**src/rtl/widen_check_collector.sv**
```systemverilog
// widen_check_collector: two-stage checker for widened values.
// S1 captures each accepted sample; S2 recomputes the expected sign- or
// zero-extension of the narrow value, compares it with the supplied wide
// value, and holds the result until it is consumed. Running totals, fail
// counts and the tag of the first failure are kept for the end-of-run summary.
//
// Ports:
//   clk, rst          clock, synchronous active-high reset
//   clear             zero counters and first-fail capture (pipeline untouched)
//   in_valid/in_ready sample handshake; in_data, in_wide, in_signed, in_tag
//   out_valid/out_ready result handshake; out_tag, out_pass, out_expected
//   total_cnt, fail_cnt               saturating result counters
//   first_fail_vld, first_fail_tag    first consumed failure
module widen_check_collector #(
    parameter int unsigned IN_W  = 2,
    parameter int unsigned OUT_W = IN_W + 1,
    parameter int unsigned CNT_W = 16
) (
    input  logic             clk,
    input  logic             rst,
    input  logic             clear,
    input  logic             in_valid,
    output logic             in_ready,
    input  logic [IN_W-1:0]  in_data,
    input  logic [OUT_W-1:0] in_wide,
    input  logic             in_signed,
    input  logic [3:0]       in_tag,
    output logic             out_valid,
    input  logic             out_ready,
    output logic [3:0]       out_tag,
    output logic             out_pass,
    output logic [OUT_W-1:0] out_expected,
    output logic [CNT_W-1:0] total_cnt,
    output logic [CNT_W-1:0] fail_cnt,
    output logic             first_fail_vld,
    output logic [3:0]       first_fail_tag
);

    localparam int unsigned EXT_W = OUT_W - IN_W;
    localparam int unsigned TAG_W = 4;
    localparam logic [CNT_W-1:0] CNT_MAX = {CNT_W{1'b1}};

    // S1 capture registers
    logic             s1_v;
    logic [IN_W-1:0]  s1_data;
    logic [OUT_W-1:0] s1_wide;
    logic             s1_signed;
    logic [TAG_W-1:0] s1_tag;

    // Handshake qualifiers
    logic out_fire_c;
    logic s2_can_load_c;
    logic s1_accept_c;
    logic s2_load_c;

    // Expected widening and compare, evaluated on S1 contents
    logic             ext_bit_c;
    logic [OUT_W-1:0] expected_c;
    logic             pass_c;

    assign out_fire_c    = out_valid && out_ready;
    assign s2_can_load_c = !out_valid || out_ready;
    // Deliberately combinational from out_ready so a draining S2 frees S1 in the same cycle
    assign in_ready      = !s1_v || s2_can_load_c;
    assign s1_accept_c   = in_valid && in_ready;
    assign s2_load_c     = s1_v && s2_can_load_c;

    assign ext_bit_c  = s1_signed & s1_data[IN_W-1];
    assign expected_c = {{EXT_W{ext_bit_c}}, s1_data};
    assign pass_c     = (expected_c == s1_wide);

    // S1: payload written only on acceptance so idle X inputs never get stored
    always_ff @(posedge clk) begin
        if (rst) begin
            s1_v      <= 1'b0;
            s1_data   <= '0;
            s1_wide   <= '0;
            s1_signed <= 1'b0;
            s1_tag    <= '0;
        end else begin
            if (s1_accept_c) begin
                s1_v      <= 1'b1;
                s1_data   <= in_data;
                s1_wide   <= in_wide;
                s1_signed <= in_signed;
                s1_tag    <= in_tag;
            end else if (s2_load_c) begin
                s1_v <= 1'b0;
            end
        end
    end

    // S2: result registers drive out_* directly
    always_ff @(posedge clk) begin
        if (rst) begin
            out_valid    <= 1'b0;
            out_tag      <= '0;
            out_pass     <= 1'b0;
            out_expected <= '0;
        end else begin
            if (s2_load_c) begin
                out_valid    <= 1'b1;
                out_tag      <= s1_tag;
                out_pass     <= pass_c;
                out_expected <= expected_c;
            end else if (out_fire_c) begin
                out_valid <= 1'b0;
            end
        end
    end

    // Summary counters; clear wins over a simultaneous handshake
    always_ff @(posedge clk) begin
        if (rst || clear) begin
            total_cnt      <= '0;
            fail_cnt       <= '0;
            first_fail_vld <= 1'b0;
            first_fail_tag <= '0;
        end else if (out_fire_c) begin
            if (total_cnt != CNT_MAX) begin
                total_cnt <= total_cnt + CNT_W'(1);
            end
            if (!out_pass) begin
                if (fail_cnt != CNT_MAX) begin
                    fail_cnt <= fail_cnt + CNT_W'(1);
                end
                if (!first_fail_vld) begin
                    first_fail_vld <= 1'b1;
                    first_fail_tag <= out_tag;
                end
            end
        end
    end

endmodule
```
**config.mk**
```make
export PLATFORM = sky130hd
export DESIGN_NAME = widen_check_collector
export DESIGN_NICKNAME = d
export VERILOG_FILES = /design/src/rtl/widen_check_collector.sv
export SDC_FILE = /design/constraint.sdc
export NUM_CORES = 1
export LEC_CHECK = 0
export BUFFER_PORTS_ARGS = -buffer_cell sky130_fd_sc_hd__buf_4
export CORE_UTILIZATION = 58
export CTS_CLUSTER_DIAMETER = 80
export CTS_CLUSTER_SIZE = 14
export DETAILED_ROUTE_END_ITERATION = 8
export HOLD_SLACK_MARGIN = 0.08
export PLACE_DENSITY = 0.88
export SYNTH_ARGS = -nofsm -noshare
export SYNTH_HDL_FRONTEND = slang
export SYNTH_SLANG_ARGS = --single-unit
```
**constraint.sdc**
```tcl
create_clock -name clk -period 4.11 [get_ports clk]
set_input_delay 0.6165 -clock clk [delete_from_list [all_inputs] [get_ports clk]]
set_output_delay 0.6165 -clock clk [all_outputs]
set_load 0.02 [all_outputs]
```
== Word-level counts from Yosys, hierarchy flattened ==
Index checks and enable logic that the tools add are counted.
Word-level totals
  input port bits: 15
  memory bits (writable): 0
  ROM bits: 0
  bits in registers: 57
  latch bits: 0
  memories: 0
Cells by class
  add/subtract/negate cells: 2
  muxes and demuxes: 4
  equality and inequality tests: 3
  divide/modulo/power cells: 0
  bitwise gates (word level): 3
  order comparisons: 0
  shift operators: 0
  reductions and logical operators: 14
  $mul: 0
Operator list (number)
  $add A16 B1 Y16 const B: 2
  $ne A16 B16 Y1 const B: 2
  $reduce_and A3 Y1: 2
  $mux W1: 4
  $reduce_and A2 Y1: 2
  $reduce_bool A2 Y1: 2
  $eq A3 B3 Y1: 1
  $logic_and A1 B1 Y1: 3
  $logic_or A1 B1 Y1: 3
  $logic_not A1 Y1: 2
  $not A1 Y1: 2
  $and A1 B1 Y1: 1

== Longest topological paths before layout ==
  word-level depth: 5
  depth in mapped cells: 7
  gate-level depth less buffers: 5

== Worst setup path before layout ==
No wires, ideal clock.
  path kind: input-to-output
  start: input port out_ready
  end: output port in_ready
  arrival: 1.281 ns
  stages on the path: 3
  setup slack: 2.212 ns
  data required time: 3.493 ns
  cell sequence: buf_4 nand3b_1 clkbuf_1
Between the ends
  longest elaborated chain between the ends: 2
RTL lines
  start: declaration: RTL line 29  | input logic out_ready,
  $logic_or A1 B1 Y1: RTL line 62  | assign s2_can_load_c = !out_valid || out_ready;
  $logic_or A1 B1 Y1: RTL line 64  | assign in_ready = !s1_v || s2_can_load_c;
  end: declaration: RTL line 23  | output logic in_ready,
Every way passes these cells.

== Final worst setup path ==
  start: register s1_v
  end: output port in_ready
Between the ends
  longest elaborated chain between the ends: 2
RTL lines
  start: declaration: RTL line 44  | logic s1_v;
  start signal: assignment: RTL line 75  | s1_v <= 1'b0;
  start signal: assignment: RTL line 82  | s1_v <= 1'b1;
  start signal: assignment: RTL line 88  | s1_v <= 1'b0;
  $logic_not A1 Y1: RTL line 64
  $logic_or A1 B1 Y1: RTL line 64
Every way passes these cells.

==> metrics.md <==
| Metric | Value |
|---|---|
| Slew Limit Fails | 0 |
| Unrepaired setup endpoints after global routing | false |
| Post-synthesis cell area | 0.002710 mm^2 |
| Clock Skews | 7.014 ps |
| Syn nets | 338 |
| Hold Path Class | flip-flop to flip-flop |
| Worst path bufs/invs | 1 |
| Maximum vdd drop | 0.2889 mV |
| CTS buffer count | 9 |
| Full die area | 0.004950 mm^2 |
| Final #Nets | 393 |
| # DRC | 0 |
| RePlAce Congestion | 0.8658 |
| Met1 Usage GRT | 34.45% |
| CTS Hold Buffers Added | 0 |
| GRT busiest layer | met2 |
| Critical path cell sequence | nand3b_1, buf_4 |
| Critical path startpoint | s1_v |
| Slowest CP cell | dfxtp_1 |
| GRT met3 Usage | 7.937% |
| Max_slew headroom | 24.59% |
| Reg2Reg Depth | 5 |
| Total track usage | 28.08% |
| CTS tree | yes |
| Critical Path End | in_ready |
| Final number of setup-violating endpoints | 0 |
| Post-synth EDFFs | 0 |
| Area leader, netlist | dfxtp_1 |
| Hold_ws | 454.7 ps |
| Die Y | 70.36 um |
| Commonest cells post-synth | 57 x dfxtp_1, 44 x nand2_1, 34 x a21oi_1, 31 x nand3_1, 16 x nor2_1 |
| Post-CTS setup buffers | 0 |
| Minimum clock period | 2194 ps |
| PwrDens | 351.1 mW/mm^2 |
| Worst Setup Path Type | flip-flop to output port |
| Post-synthesis cell count | 321 |
| Net Sw Frac | 22.37% |
| Die X | 70.36 um |
| Tightest Pin Transition | 1127 ps |
| Routed WL | 6541 um |
| Syn. warnings | 0 |
| Combinational share of power | 5.0% |
| CP startpoint kind | flip-flop |
| Via density | 6.379 |
| Max-cap violation count | 0 |
| GRT overflow | 0 |
| Initial antenna violation count | 0 |
| Largest net degree at the start of global routing | 28 |
| Cell Count Post-Placement | 417 |
| Int Pwr | 914.9 uW |
| Syn-to-layout area delta | 23.87% |
| Clock transition at path regs | 60 ps |
| Mean post-synth cell area | 8.443 um^2 |
| Clock sink total | 57 |
| Initial DRC count | 224 |
| Core Rows | 24 |
| Most frequent cell after synthesis | dfxtp_1 |
| Reg power frac | 48.5% |
| Critical path depth | 2 |
| Met2 usage in global routing | 44.23% |
| Ant diodes | 0 |
| NetSw | 263.7 uW |
| Async set-or-reset flop fraction in the synthesized netlist | 0% |
| Top FF cell, synth | dfxtp_1 |
| Synth area leaders | dfxtp_1 42%, a21oi_1 6.3%, nand2_1 6.1% |
| Post-synth top area share | 42.11% |
| Setup TNS | 0 ps |
| Reg2reg setup slack | 2040 ps |
| Filler instances | 320 |
| Clk Latency, worst-skew pair | 340 ps |
| Crit path capture type | output port |
| Largest delay contributor family on the critical path | flip-flops |
| Count of state elements after synthesis | 57 |
| CP arrival | 1580 ps |
| H-Tree Depth | 3 |
| Distinct cell type count after synthesis | 49 |
| Initial Utilization | 61.39% |
| RR Startpoint | total_cnt[0] |
| Resized cells post-CTS | 0 |
| ANT nets after route | 0 |
| Static Leak | 1.312 nW |
| RR Endpoint | total_cnt[9] |
| CTS root buf | clkbuf_8 |
| Final hold vios | 0 |
| Post-route insts no fill | 433 |
| Clk buf depth | 2 |
| Peak Freq | 0.4557 GHz |
| First-pass GRT wire length | 11090 um |
| Sequential cell area fraction in the yosys report | 42.11% |
| Worst path max stage delay | 530 ps |
| Dpl hpwl | 4473 um |
| I/O Buffers | 61 |
| Worst Path Max Fanout | 13 |
| Share of cells above drive strength 1 | 22.31% |
| IO Count | 62 |
| DR WL/cell | 15.11 um |
| Clock Power Share | 46.5% |
| Crit share post-route | 53.39% |
| Vias in the first global route | 2486 |
| Core area | 0.004414 mm^2 |
| Required @ worst endpoint | 3490 ps |
| DRT Pass-1 Iters | 6 |
| Run status | complete, no violations |
| Vias | 2762 |
==> metrics by stage <==
stage,cell area [um^2],setup WS [ps],util (%),power [mW]
after floorplan,2710,2212,-,0.6190
after global placement,3149,1967,71.34,0.6408
after detailed placement,3149,1908,71.34,0.6424
after CTS,3357,1934,76.05,1.181
after global routing,3357,1801,76.05,1.216
final,3357,1916,76.05,1.179
==> power groups by stage <==
stage	Clock (mW)	Sequential, mW	Combinational (mW)
final	0.548	0.572	0.0588
after global placement	0	0.584	0.0572
after floorplan	0	0.584	0.0352
after detailed placement	0	0.584	0.0587
after CTS	0.550	0.572	0.0589
after global routing	0.578	0.573	0.0656
==> sequential cells by signal, summed over array words and instances (netlist names) <==
register / count
out_pass: 1
s1_tag: 4
s1_wide: 3
out_tag: 4
s1_signed: 1
total_cnt: 16
out_expected: 3
fail_cnt: 16
s1_v: 1
out_valid: 1
first_fail_tag: 4
s1_data: 2
first_fail_vld: 1
==> logic make-up after synthesis <==
kind of cell,after synthesis,synth area share [%]
simple gates,154,32.60
flops,57,42.11
xor+xnor,1,0.3232
compound gates,84,19.21
mux,4,1.477
fa+ha+maj,2,0.9232
buf+inv,19,3.370
==> cell type report <==
cell class,instances,area (um^2),share of cell area (%)
Inverter,2,7.507,0.2236
Sequential cell,57,1141,33.99
Clock inverter,2,35.03,1.044
Multi-Input combinational cell,245,1478,44.02
Timing Repair Buffer,61,457.9,13.64
Clock buffer,14,172.7,5.144
Tap cell,52,65.06,1.938
==> placed cells by master, fill, tap and decap left out, drive strengths merged <==
master and n:
buf 61, dfxtp 57, nand2 44, a21oi 34, nand3 33, nor2 16, o21ai 14, clkbuf 14
and4 10, nand4 9, a31oi 8, or3 8, or4 8, o31ai 7, nor3 7, nand3b 4
and3 4, o211ai 4, mux2i 4, nand4b 3, a41o 3, nor4 3, and2 2, a41oi 2
a211oi 2, o41ai 2, o31a 2, o21a 2, inv 2, ha 2, or2 1, and3b 1
nand2b 1, o211a 1, o311ai 1, xor2 1, o21bai 1, a311oi 1, bufinv 1, clkinv 1
==> worst register-to-register path, stage by stage, from the launching register on <==
cell and delay, ps:
dfxtp_1 500, ha_1 390, and4_1 220, and4_1 550, or4_1 190, a21oi_1 60
==> metal layers <==
layer,part of all wire (%),vias to the layer above
met5,0,-
met4,3.0,0
met3,6.7,19
met2,46,133
met1,44,1286
li1,-,1324
==> worst min path at each step <==
stage                            to  cells past startpoint  slack [ps]             from
global route        out_expected[1]                      2         480  out_expected[1]
detailed placement  out_expected[2]                      2         450  out_expected[2]
finish              out_expected[2]                      2         450  out_expected[2]
global placement    out_expected[2]                      2         450  out_expected[2]
floorplan                 s1_tag[3]                      2         440        s1_tag[3]
CTS                 out_expected[2]                      2         460  out_expected[2]
Power figures use the tool's default switching activity.
